[src/rtl/tiny_riscv_load_store.sv]
// Load/store unit between the execute stage and a word-wide data memory.
// Converts byte/halfword/word requests into word accesses with byte masks and
// extracts/extends load data. Optional macro LSU_MISALIGN_TRAP_EN turns
// misaligned halfword/word accesses into errors; when undefined they are
// silently aligned down.
module tiny_riscv_load_store #(
    parameter int unsigned MEM_BYTES = 6144
) (
    input  logic        i_Clk,
    input  logic        i_Reset,
    input  logic        i_req_valid,
    output logic        o_req_ready,
    input  logic        i_req_write,
    input  logic [31:0] i_req_addr,
    input  logic [31:0] i_req_wdata,
    input  logic [2:0]  i_req_funct3,
    output logic        o_rsp_valid,
    output logic [31:0] o_rsp_rdata,
    output logic        o_rsp_error,
    output logic [31:0] o_mem_addr,
    output logic        o_mem_read_strobe,
    output logic [31:0] o_mem_write_data,
    output logic [3:0]  o_mem_write_mask,
    input  logic [31:0] i_mem_data
);

    typedef enum logic [1:0] {IDLE, ISSUE, WAIT, RESP} state_t;

    state_t      state, state_next;
    logic [2:0]  funct3_q, funct3_n;
    logic        write_q, write_n;
    logic [1:0]  off_q, off_n;

    logic        ready_n, strobe_n, valid_n, error_n;
    logic [3:0]  mask_n;
    logic [31:0] wdata_n, addr_n, rdata_n;

    logic        illegal, out_of_range, misaligned, req_error;
    logic [31:0] eff_addr, shifted, load_value;

    // Request decode: error classification and effective (aligned) address
    always_comb begin
        if (i_req_write)
            illegal = (i_req_funct3 >= 3'b011);
        else
            illegal = (i_req_funct3 == 3'b011) || (i_req_funct3 == 3'b110) ||
                      (i_req_funct3 == 3'b111);
        out_of_range = (i_req_addr >= MEM_BYTES);
        eff_addr     = i_req_addr;
`ifdef LSU_MISALIGN_TRAP_EN
        misaligned = ((i_req_funct3[1:0] == 2'b01) && i_req_addr[0]) ||
                     ((i_req_funct3[1:0] == 2'b10) && (i_req_addr[1:0] != 2'b00));
`else
        misaligned = 1'b0;
        if (i_req_funct3[1:0] == 2'b01) eff_addr[0]   = 1'b0;
        if (i_req_funct3[1:0] == 2'b10) eff_addr[1:0] = 2'b00;
`endif
        req_error = illegal || out_of_range || misaligned;
    end

    // Load data extraction: shift addressed bytes down, then sign/zero extend
    always_comb begin
        shifted = i_mem_data >> {off_q, 3'b000};
        case (funct3_q)
            3'b000:  load_value = {{24{shifted[7]}}, shifted[7:0]};
            3'b001:  load_value = {{16{shifted[15]}}, shifted[15:0]};
            3'b010:  load_value = shifted;
            3'b100:  load_value = {24'd0, shifted[7:0]};
            3'b101:  load_value = {16'd0, shifted[15:0]};
            default: load_value = '0;
        endcase
    end

    // Next-state and next-output logic; every output is registered from these
    always_comb begin
        state_next = state;
        funct3_n   = funct3_q;
        write_n    = write_q;
        off_n      = off_q;
        ready_n    = 1'b0;
        strobe_n   = 1'b0;
        valid_n    = 1'b0;
        error_n    = 1'b0;
        mask_n     = '0;
        wdata_n    = '0;
        addr_n     = o_mem_addr;
        rdata_n    = '0;
        case (state)
            IDLE: begin
                if (i_req_valid && o_req_ready) begin
                    funct3_n = i_req_funct3;
                    write_n  = i_req_write;
                    off_n    = eff_addr[1:0];
                    if (req_error) begin
                        state_next = RESP;
                        valid_n    = 1'b1;
                        error_n    = 1'b1;
                    end else begin
                        state_next = ISSUE;
                        addr_n     = {eff_addr[31:2], 2'b00};
                        if (i_req_write) begin
                            case (i_req_funct3[1:0])
                                2'b00: begin
                                    wdata_n = {4{i_req_wdata[7:0]}};
                                    mask_n  = 4'b0001 << eff_addr[1:0];
                                end
                                2'b01: begin
                                    wdata_n = {2{i_req_wdata[15:0]}};
                                    mask_n  = 4'b0011 << {eff_addr[1], 1'b0};
                                end
                                default: begin
                                    wdata_n = i_req_wdata;
                                    mask_n  = 4'b1111;
                                end
                            endcase
                        end else begin
                            strobe_n = 1'b1;
                        end
                    end
                end else begin
                    ready_n = 1'b1;
                end
            end
            ISSUE: begin
                if (write_q) begin
                    state_next = RESP;
                    valid_n    = 1'b1;
                end else begin
                    state_next = WAIT;
                end
            end
            WAIT: begin
                state_next = RESP;
                valid_n    = 1'b1;
                rdata_n    = load_value;
            end
            default: begin
                state_next = IDLE;
                ready_n    = 1'b1;
            end
        endcase
    end

    // State and output registers; reset drops any in-flight access
    always_ff @(posedge i_Clk or posedge i_Reset) begin
        if (i_Reset) begin
            state             <= IDLE;
            funct3_q          <= '0;
            write_q           <= 1'b0;
            off_q             <= '0;
            o_req_ready       <= 1'b0;
            o_rsp_valid       <= 1'b0;
            o_rsp_rdata       <= '0;
            o_rsp_error       <= 1'b0;
            o_mem_addr        <= '0;
            o_mem_read_strobe <= 1'b0;
            o_mem_write_data  <= '0;
            o_mem_write_mask  <= '0;
        end else begin
            state             <= state_next;
            funct3_q          <= funct3_n;
            write_q           <= write_n;
            off_q             <= off_n;
            o_req_ready       <= ready_n;
            o_rsp_valid       <= valid_n;
            o_rsp_rdata       <= rdata_n;
            o_rsp_error       <= error_n;
            o_mem_addr        <= addr_n;
            o_mem_read_strobe <= strobe_n;
            o_mem_write_data  <= wdata_n;
            o_mem_write_mask  <= mask_n;
        end
    end

endmodule

[config.mk]
export PLATFORM = sky130hd
export DESIGN_NAME = tiny_riscv_load_store
export DESIGN_NICKNAME = d
export VERILOG_FILES = /design/src/rtl/tiny_riscv_load_store.sv
export SDC_FILE = /design/constraint.sdc
export NUM_CORES = 1
export LEC_CHECK = 0
export CAP_MARGIN = 10
export CORE_ASPECT_RATIO = 0.75
export CORE_MARGIN = 3
export CORE_UTILIZATION = 40
export CTS_BUF_LIST = sky130_fd_sc_hd__clkbuf_8
export CTS_CLUSTER_DIAMETER = 80
export CTS_CLUSTER_SIZE = 28
export DETAILED_ROUTE_END_ITERATION = 16
export PLACE_DENSITY = 0.81
export REMOVE_ABC_BUFFERS = 1
export SLEW_MARGIN = 20
export SYNTH_ARGS = -nofsm -noshare
export SYNTH_HDL_FRONTEND = slang
export SYNTH_SLANG_ARGS = --single-unit
[constraint.sdc]
create_clock -name i_Clk -period 3.8 [get_ports i_Clk]
set_clock_uncertainty 0.1 [all_clocks]
set_input_delay 0.76 -clock i_Clk [delete_from_list [all_inputs] [get_ports i_Clk]]
set_output_delay 0.76 -clock i_Clk [all_outputs]
set_load 0.02 [all_outputs]
# After elaboration in Yosys (flattened, before gate mapping)
# Cells that the tools add are included.
[totals]
inputBits = 103
reg_bits = 110
output_inout_bits = 104
word_cells = 70
[op_classes]
n_mux = 30
n_bitwise = 1
magnitude_cmp = 2
n_shift = 3
reduce_logical = 10
n_eq_ne = 12
[ops]
columns = ["cell", "count"]
rows = [
  ["two-way mux 32 bit", 5],
  ["case mux 32 bit (5 select lines)", 1],
  ["case mux 32 bit (2 select lines)", 1],
  [">= comparator 32 x 13 -> 1 bit (second input constant)", 1],
  [">> shifter 32 x 5 -> 32 bit", 1],
  ["two-way mux 4 bit", 4],
  ["equality test 3 bit (second input constant)", 4],
  ["two-way mux 1 bit", 12],
  ["case mux 4 bit (2 select lines)", 1],
  ["equality test 3 x 2 -> 1 bit (second input constant)", 2],
  ["two-way mux 2 bit", 3],
  ["case mux 2 bit (3 select lines)", 1],
  ["equality test 2 x 1 -> 1 bit (second input constant)", 2],
  ["equality test 2 bit (second input constant)", 2],
  ["logical NOT 2 bit", 2],
  ["<< shifter 1 x 2 -> 4 bit (first input constant)", 1],
  ["<< shifter 2 x 2 -> 4 bit (first input constant)", 1],
  ["equality test 3 x 1 -> 1 bit (second input constant)", 1],
  [">= comparator 3 x 2 -> 1 bit (second input constant)", 1],
  ["logical NOT 3 bit", 1],
  ["logical OR 1 bit", 3],
  ["case mux 1 bit (3 select lines)", 1],
  ["AND reduction 3 bit", 1],
  ["inequality test 2 bit (second input constant)", 1],
  ["5 further kinds", 5],
]

# Logic depth before layout (Yosys ltp)
# Gate-level depths: netlist of run 1.
[depth]
word_depth = 9
ltp_mapped = 7
mapped_depth_nobuf = 6

# Least setup slack after synthesis of run 1
# No wires, ideal clock.
[synth_timing]
kind = "input -> register"
startpoint = "input port i_req_addr[30]"
endpoint = "register o_mem_addr[10]"
stages = 5
t_required_ps = 3575
t_arrival_ps = 2145
slack_ps = 1430
n_path_buf = 1
path_cell_list = "nor4_1 > nand4_1 > nor4_2 > buf_4 > mux2_2"
[synth_between]
elab_chain_len = 4
[synth_lines]
columns = ["element", "line", "rtl"]
rows = [
  ["start: declaration", "14", "input logic [31:0] i_req_addr,"],
  [">= comparator 32 x 13 -> 1 bit", "48", "out_of_range = (i_req_addr >= MEM_BYTES);"],
  ["logical OR 1 bit", "58", "req_error = illegal || out_of_range || misaligned;"],
  ["inverter 1 bit (no source line)", "n/a", ""],
  ["AND reduction 3 bit (no source line)", "n/a", ""],
  ["end signal: assignment", "168", "o_mem_addr <= addr_n;"],
  ["end: declaration", "20", "output logic [31:0] o_mem_addr,"],
]
# Every way passes these cells.
# A chain may end at the register's enable or synchronous reset.

# Worst setup path after layout of run 1
[layout_timing]
startpoint = "input port i_req_funct3[1]"
endpoint = "register o_mem_addr[3]"
[layout_between]
elab_chain_len = 7
word_cells_on_any_way = 10
classes_between = "1 x order compare; 3 x eq/ne; 1 x mux; 1 x bitwise; 4 x reduce/logical"
[layout_lines]
columns = ["element", "line", "rtl"]
rows = [
  ["start: declaration", "16", "input logic [2:0] i_req_funct3,"],
  ["branches (longest 3 deep; another with >= comparator 3 x 2 -> 1 bit)", "n/a", ""],
  ["two-way mux 1 bit *", "43", "if (i_req_write)"],
  ["logical OR 1 bit *", "58", ""],
  ["inverter 1 bit (no source line) *", "n/a", ""],
  ["AND reduction 3 bit (no source line) *", "n/a", ""],
]
# Every way passes the cells marked *.

==> reports/summary.txt, run 1 <==
outcome = complete, no violations
crit path capture type = flop
Row Count = 33
Die Y-Extent = 101 um
setup TNS = 0 ns
Worst path max stage delay = 0.44 ns
area occupied by multi-input gates = 1870 um2
Worst EP arrival = 2.99 ns
Vias/cell = 5.01
Via Count = 3977
PD cells = 492 nW/um2
first-pass GRT wire length = 21700 um
Final setup viols = 0
register area share after synthesis = 57.5%
Final ANT Viol Nets = 0
post-synth top area share = 57.5%
io pins = 207
Tightest Pin Transition = 1.02 ns
Post-CTS Resized = 0
Post-DP HPWL = 10200 um
Hold Crit Class = flop to flop
flop and latch count out of synthesis = 110
Critical Path Fanout Max = 19
maximum VDD drop = 0.000353 V
Initial Utilization = 42.3%
All-Layer GR Usage = 20.4%
Synth Flop Type = dfrtp_1
Post-synth EDFFs = 0
die area = 13300 um2
Pre-Repair DR Iteration Count = 5
Sequential Area = 2750 um2
synth top area cells = dfrtp_1 (57%), mux2_2 (5.4%), mux2i_1 (5.2%)
beginning of the critical path = i_req_funct3[1]
Pins Over Slew Limit = 0
TritonCTS sink count = 110
MaxCap Viol Count = 0
Cells after Synth = 436
largest net degree at the start of global routing = 68
total grt overflow = 0
Fin. Hold Viols = 0
# diodes = 0
Worst path top cell family by delay = buffers and inverters
critical-path cell list = clkdlybuf4s50_1 -> a22oi_1 -> nand4_1 -> nor4_4 -> buf_4 -> mux2_2
Syn-to-layout area delta = 50.1%
Clock Latency Late Sink = 0.36 ns
Iter 0 DRT Violations = 168
Max clock buf depth = 2
final wirelength = 13600 um
CP required = 3.96 ns
post-CTS setup buffer count = 0
worst rel slew slack = 32.1%
Post-Syn Area per Cell = 11.0 um2
DR WL/cell = 17.1 um
gpl congestion = 0.865
CP max-delay cell = clkdlybuf4s50_1
H-Tree Depth = 3
initial antenna violation count = 0
Netlist cell types = 40
crit start category = primary input
vias in the first global route = 3964
Pwr Total = 3.53 mW
buffers and inverters on the worst path = 2
CTS buffer count = 9
FILL cells = 923
FF-to-FF Start = off_q[1]
hold_ws = 0.415 ns
NumNets Final = 739
Clock transition at path regs = 0.11 ns
RSZ-0062 raised after global routing = false
share of cells above drive strength 1 = 9.89%
fin crit share = 74.4%
CTS tree = built
crit path kind = primary input to flop
Synth async-reset ratio = 100%
Syn Std Cell Area = 4790 um2
Tmin final = 2.83 ns
Synth area leader = dfrtp_1
hold bufs inserted after CTS = 0
core box area = 11300 um2
Die X = 132 um
DR DRC count = 0
Synth Warn # = 0
PortBufs = 204
hold path startpoint = o_mem_addr[28]
fmax = 0.354 GHz
Pleak = 3.17 nW
clk root buf = clkbuf_8
## report_power, final
part | switching, mW | internal (mW) | total, mW
registers | 0.146 | 1.33 | 1.48
logic | 0.704 | 0.590 | 1.29
clock network | 0.433 | 0.327 | 0.760
## area by class of cell
type                    count  share of cell area [%]
well taps                 157                    2.73
flip-flops and latches    110                    38.3
clock buffers               9                    1.72
repair buffers            213                    29.5
clock inverters             7                    1.39
inverters                   7                   0.400
multi-input cells         291                    26.0
## synth_stat cells (7+ instances only)
cell	n
nor2b_1	30
mux2i_1	25
a21oi_2	9
nor2_1	41
dfrtp_1	110
o21ai_0	25
nand2_1	36
a211oi_1	14
inv_1	7
clkbuf_1	15
and2_1	15
mux2_2	23
a21oi_1	38
## kinds of logic (layout without fill, tap and decap cells)
kind of cell	after synthesis	in the layout	synth area share, %
AND/OR/NAND/NOR	145	145	15.4
other	1	2	0.0783
adder cells (fa/ha/maj)	4	4	1.04
AO/OA/AOI/OAI	92	92	11.6
buffers and inverters	36	236	3.81
multiplexers	48	48	10.6
flip-flops	110	110	57.5
## cell usage in the layout (no fill, tap or decap), types with 14 or more instances in the layout
cell type | netlist | layout
a211oi_1 | 14 | 14
a21oi_1 | 38 | 38
and2_1 | 15 | 15
clkdlybuf4s50_1 | 0 | 204
dfrtp_1 | 110 | 110
mux2_2 | 23 | 23
mux2i_1 | 25 | 25
nand2_1 | 36 | 36
nor2_1 | 41 | 41
nor2b_1 | 30 | 30
o21ai_0 | 25 | 25
## routing by layer
| layer | vias to the layer above | track usage, % | wire [um] | share of wire (%) |
|---|---|---|---|---|
| li1 | 1875 | - | - | - |
| met1 | 1932 | 27.5 | 6020 | 44 |
| met2 | 157 | 32.7 | 6410 | 47 |
| met3 | 13 | 6.04 | 971 | 7.2 |
| met4 | 0 | 5.11 | 173 | 1.3 |
| met5 | - | 0 | 0 | 0 |
## worst paths after layout
kind,end,cells after the start,slack (ns)
min in group asynchronous,o_mem_addr[25],2,0.69
max in group asynchronous,o_mem_write_data[13],3,2.14
min,o_mem_addr[28],1,0.41
min reg2reg,o_mem_addr[28],1,0.41
max,o_mem_addr[3],6,0.97
max reg2reg,o_rsp_rdata[17],4,1.14
## per-stage QoR
stage	area (um2)	std cells	setup WS, ns	utilization [%]
after CTS	7190	794	0.965	63.6
after floorplan	4640	408	0.0377	-
final	7190	794	0.973	63.6
after global placement	6970	778	0.609	61.6
after global routing	7190	794	0.874	63.6
after detailed placement	6970	778	0.552	61.6
## flip-flops by register name (all words and copies together), names as in the netlist
| signal | cells |
|---|---|
| o_mem_addr | 30 |
| off_q | 2 |
| o_rsp_rdata | 32 |
| state | 2 |
| o_rsp_error | 1 |
| o_mem_write_data | 32 |
| o_rsp_valid | 1 |
| o_mem_read_strobe | 1 |
| o_req_ready | 1 |
| o_mem_write_mask | 4 |
| funct3_q | 3 |
| write_q | 1 |
No activity file was read; power rests on OpenSTA's default activity.
==> inputs of run 2 (changes only) <==
--- a/config.mk
+++ b/config.mk
@@ -8,12 +8,12 @@
 export CAP_MARGIN = 10
 export CORE_ASPECT_RATIO = 0.75
 export CORE_MARGIN = 3
-export CORE_UTILIZATION = 40
+export CORE_UTILIZATION = 44
 export CTS_BUF_LIST = sky130_fd_sc_hd__clkbuf_8
 export CTS_CLUSTER_DIAMETER = 80
 export CTS_CLUSTER_SIZE = 28
 export DETAILED_ROUTE_END_ITERATION = 16
-export PLACE_DENSITY = 0.81
+export PLACE_DENSITY = 0.84
 export REMOVE_ABC_BUFFERS = 1
 export SLEW_MARGIN = 20
 export SYNTH_ARGS = -nofsm -noshare
==> constraint.sdc (replaced) <==
create_clock -name i_Clk -period 2.81 [get_ports i_Clk]
set_clock_uncertainty 0.1 [all_clocks]
set_input_delay 0.562 -clock i_Clk [delete_from_list [all_inputs] [get_ports i_Clk]]
set_output_delay 0.562 -clock i_Clk [all_outputs]
set_load 0.02 [all_outputs]
==> run 2 against run 1 <==
Combinational power increased by 45%; design area rose by 0.37%; non-clock buffer count up 6; final cell count shrank 1.9%; first-iteration DRC count is 32% higher; sequential share of layout area shrank 0.14 points.
==> reports/summary.txt, run 2 (same netlist as run 1, synthesis figures left out) <==
final wirelength = 13600 um (about the same)
io pins = 207 (unchanged)
post-CTS setup buffer count = 0 (unchanged)
Die X = 126 um (was 132 um)
CTS buffer count = 9 (unchanged)
CTS tree = built (unchanged)
hold path startpoint = write_q (was o_mem_addr[28])
first-pass GRT wire length = 21100 um (was 21700 um)
H-Tree Depth = 3 (unchanged)
Via Count = 3989 (was 3977)
Final setup viols = 0 (unchanged)
PD cells = 660 nW/um2 (was 492 nW/um2)
DR DRC count = 0 (unchanged)
TritonCTS sink count = 110 (unchanged)
die area = 12200 um2 (was 13300 um2)
Worst Hold Depth = 2 (was 1)
Worst EP arrival = 2.66 ns (was 2.99 ns)
fin crit share = 88.8%
Initial Utilization = 45.8% (was 42.3%)
r2r worst-path depth = 6 (was 4)
largest net degree at the start of global routing = 40 (was 68)
Reg2Reg Capture Point = o_mem_addr[7] (was o_rsp_rdata[17])
initial antenna violation count = 0 (unchanged)
Clock Latency Late Sink = 0.36 ns (about the same)
RSZ-0062 raised after global routing = false (unchanged)
Vias/cell = 5.12 (was 5.01)
fin cells = 779 (was 794)
# diodes = 0 (unchanged)
Iter 0 DRT Violations = 221 (was 168)
gpl congestion = 0.898 (was 0.865)
hold bufs inserted after CTS = 0 (unchanged)
Tightest Pin Transition = 0.742 ns (was 1.02 ns)
number of instances in the placed design = 763 (was 778)
crit start category = primary input (unchanged)
flop2flop setup slack = 0.75 ns (was 1.14 ns)
vias in the first global route = 3932 (was 3964)
worst rel slew slack = 50.4% (was 32.1%)
Post-CTS Resized = 0 (unchanged)
maximum VDD drop = 0.000478 V (was 0.000353 V)
NumNets Final = 745 (was 739)
Pins Over Slew Limit = 0 (unchanged)
Worst Hold End = write_q (was o_mem_addr[28])
Post-DP HPWL = 10400 um (was 10200 um)
Area after DPL = 7010 um2 (was 6970 um2)
CP required = 2.98 ns (was 3.96 ns)
Pleak = 3.19 nW (was 3.17 nW)
Largest regs = o_mem_write_data: 32 flops, o_rsp_rdata: 32 flops, o_mem_addr: 30 flops (unchanged)
most frequent cells in the layout = clkdlybuf4s50_1 (204), dfrtp_1 (110), nor2_1 (41), a21oi_1 (38), nand2_1 (36) (unchanged)
Max clock buf depth = 2 (unchanged)
Final ANT Viol Nets = 0 (unchanged)
Syn-to-layout area delta = 50.7% (was 50.1%)
crit path kind = primary input to flop (unchanged)
crit path capture type = flop (unchanged)
Hold Crit Class = flop to flop (unchanged)
fin area = 7220 um2 (was 7190 um2)
Critical Path Fanout Max = 20 (was 19)
outcome = complete, no violations (unchanged)
Tmin final = 2.49 ns
Clock transition at path regs = 0.12 ns (was 0.11 ns)
fmax = 0.401 GHz
most common cell after layout, fill and taps aside = clkdlybuf4s50_1 (unchanged)
All-Layer GR Usage = 22.1% (was 20.4%)
core box area = 10500 um2 (was 11300 um2)
share of cells above drive strength 1 = 10.7% (was 9.89%)
Row Count = 32 (was 33)
Fin. Hold Viols = 0 (unchanged)
Die Y-Extent = 96.4 um (was 101 um)
MaxCap Viol Count = 0 (unchanged)
FF-to-FF Start = state[0] (was off_q[1])
DR WL/cell = 17.4 um (was 17.1 um)
Pre-Repair DR Iteration Count = 4 (was 5)
PortBufs = 204 (unchanged)
total grt overflow = 0 (unchanged)
clk root buf = clkbuf_8 (unchanged)
[run 2: critical path: stages]
cell             delay [ns]
clkdlybuf4s50_1        0.45
a22oi_1                0.37
buf_4                  0.19
nand4_1                0.17
nor4_4                 0.35
buf_12                 0.20
mux2_2                 0.35
[run 2: per-layer routing]
layer  wire length [um]  up-vias  track usage, %
met3                901        8            5.10
met2               6830      128            37.4
li1                   -     1882               -
met1               5710     1971            29.0
met4                109        0            5.80
met5                  0        -               0
[run 2: worst max path at each step]
stage | depth (start not counted) | startpoint | slack, ns | to
2_1_floorplan | 1 | i_Reset | -0.75 | funct3_q[0]
3_5_place_dp | 7 | i_req_funct3[0] | -0.09 | o_mem_addr[7]
4_1_cts | 7 | i_req_funct3[0] | 0.33 | o_mem_addr[7]
6_report | 7 | i_req_funct3[0] | 0.32 | o_mem_addr[7]
5_1_grt | 7 | i_req_funct3[0] | 0.31 | o_mem_addr[7]
3_3_place_gp | 7 | i_req_addr[11] | -0.08 | o_mem_addr[4]
[run 2: report_power, final]
part / internal [mW] / switching, mW / leakage, nW
Combinational: 0.828 / 1.04 / 1.58
Clock: 0.359 / 0.589 / 0.101
Sequential: 1.81 / 0.142 / 1.51
Total: 2.99 / 1.77 / 3.19
[run 2: final cells by class]
| cell class | instances | area [um2] |
|---|---|---|
| fill | 781 | 3230 |
| sequential | 110 | 2750 |
| timing repair buffer | 219 | 2190 |
| multi-input combinational | 291 | 1870 |
| tap | 136 | 170 |
| clock buffer | 9 | 124 |
| clock inverter | 7 | 82.6 |
| inverter | 7 | 28.8 |
[run 2: stage by stage]
stage	worst slack [ns]	power, mW	setup TNS (ns)	hold slack [ns]	utilization [%]
after detailed placement	-0.0885	3.83	-0.882	0.380	67.1
after CTS	0.335	4.80	0	0.407	69.1
final	0.316	4.76	0	0.402	69.1
after floorplan	-0.754	2.97	-89.81	0.347	-
after global routing	0.310	5.04	0	0.435	69.1
after global placement	-0.0768	3.78	-0.839	0.373	67.1
==> inputs of run 3 (changes only) <==
--- a/config.mk
+++ b/config.mk
@@ -13,6 +13,7 @@
 export CTS_CLUSTER_DIAMETER = 80
 export CTS_CLUSTER_SIZE = 28
 export DETAILED_ROUTE_END_ITERATION = 16
+export HOLD_SLACK_MARGIN = 0.03
 export PLACE_DENSITY = 0.84
 export REMOVE_ABC_BUFFERS = 1
 export SLEW_MARGIN = 20
==> results of run 3 <==
No change in the layout: final DEF, timing and power equal those of run 2.
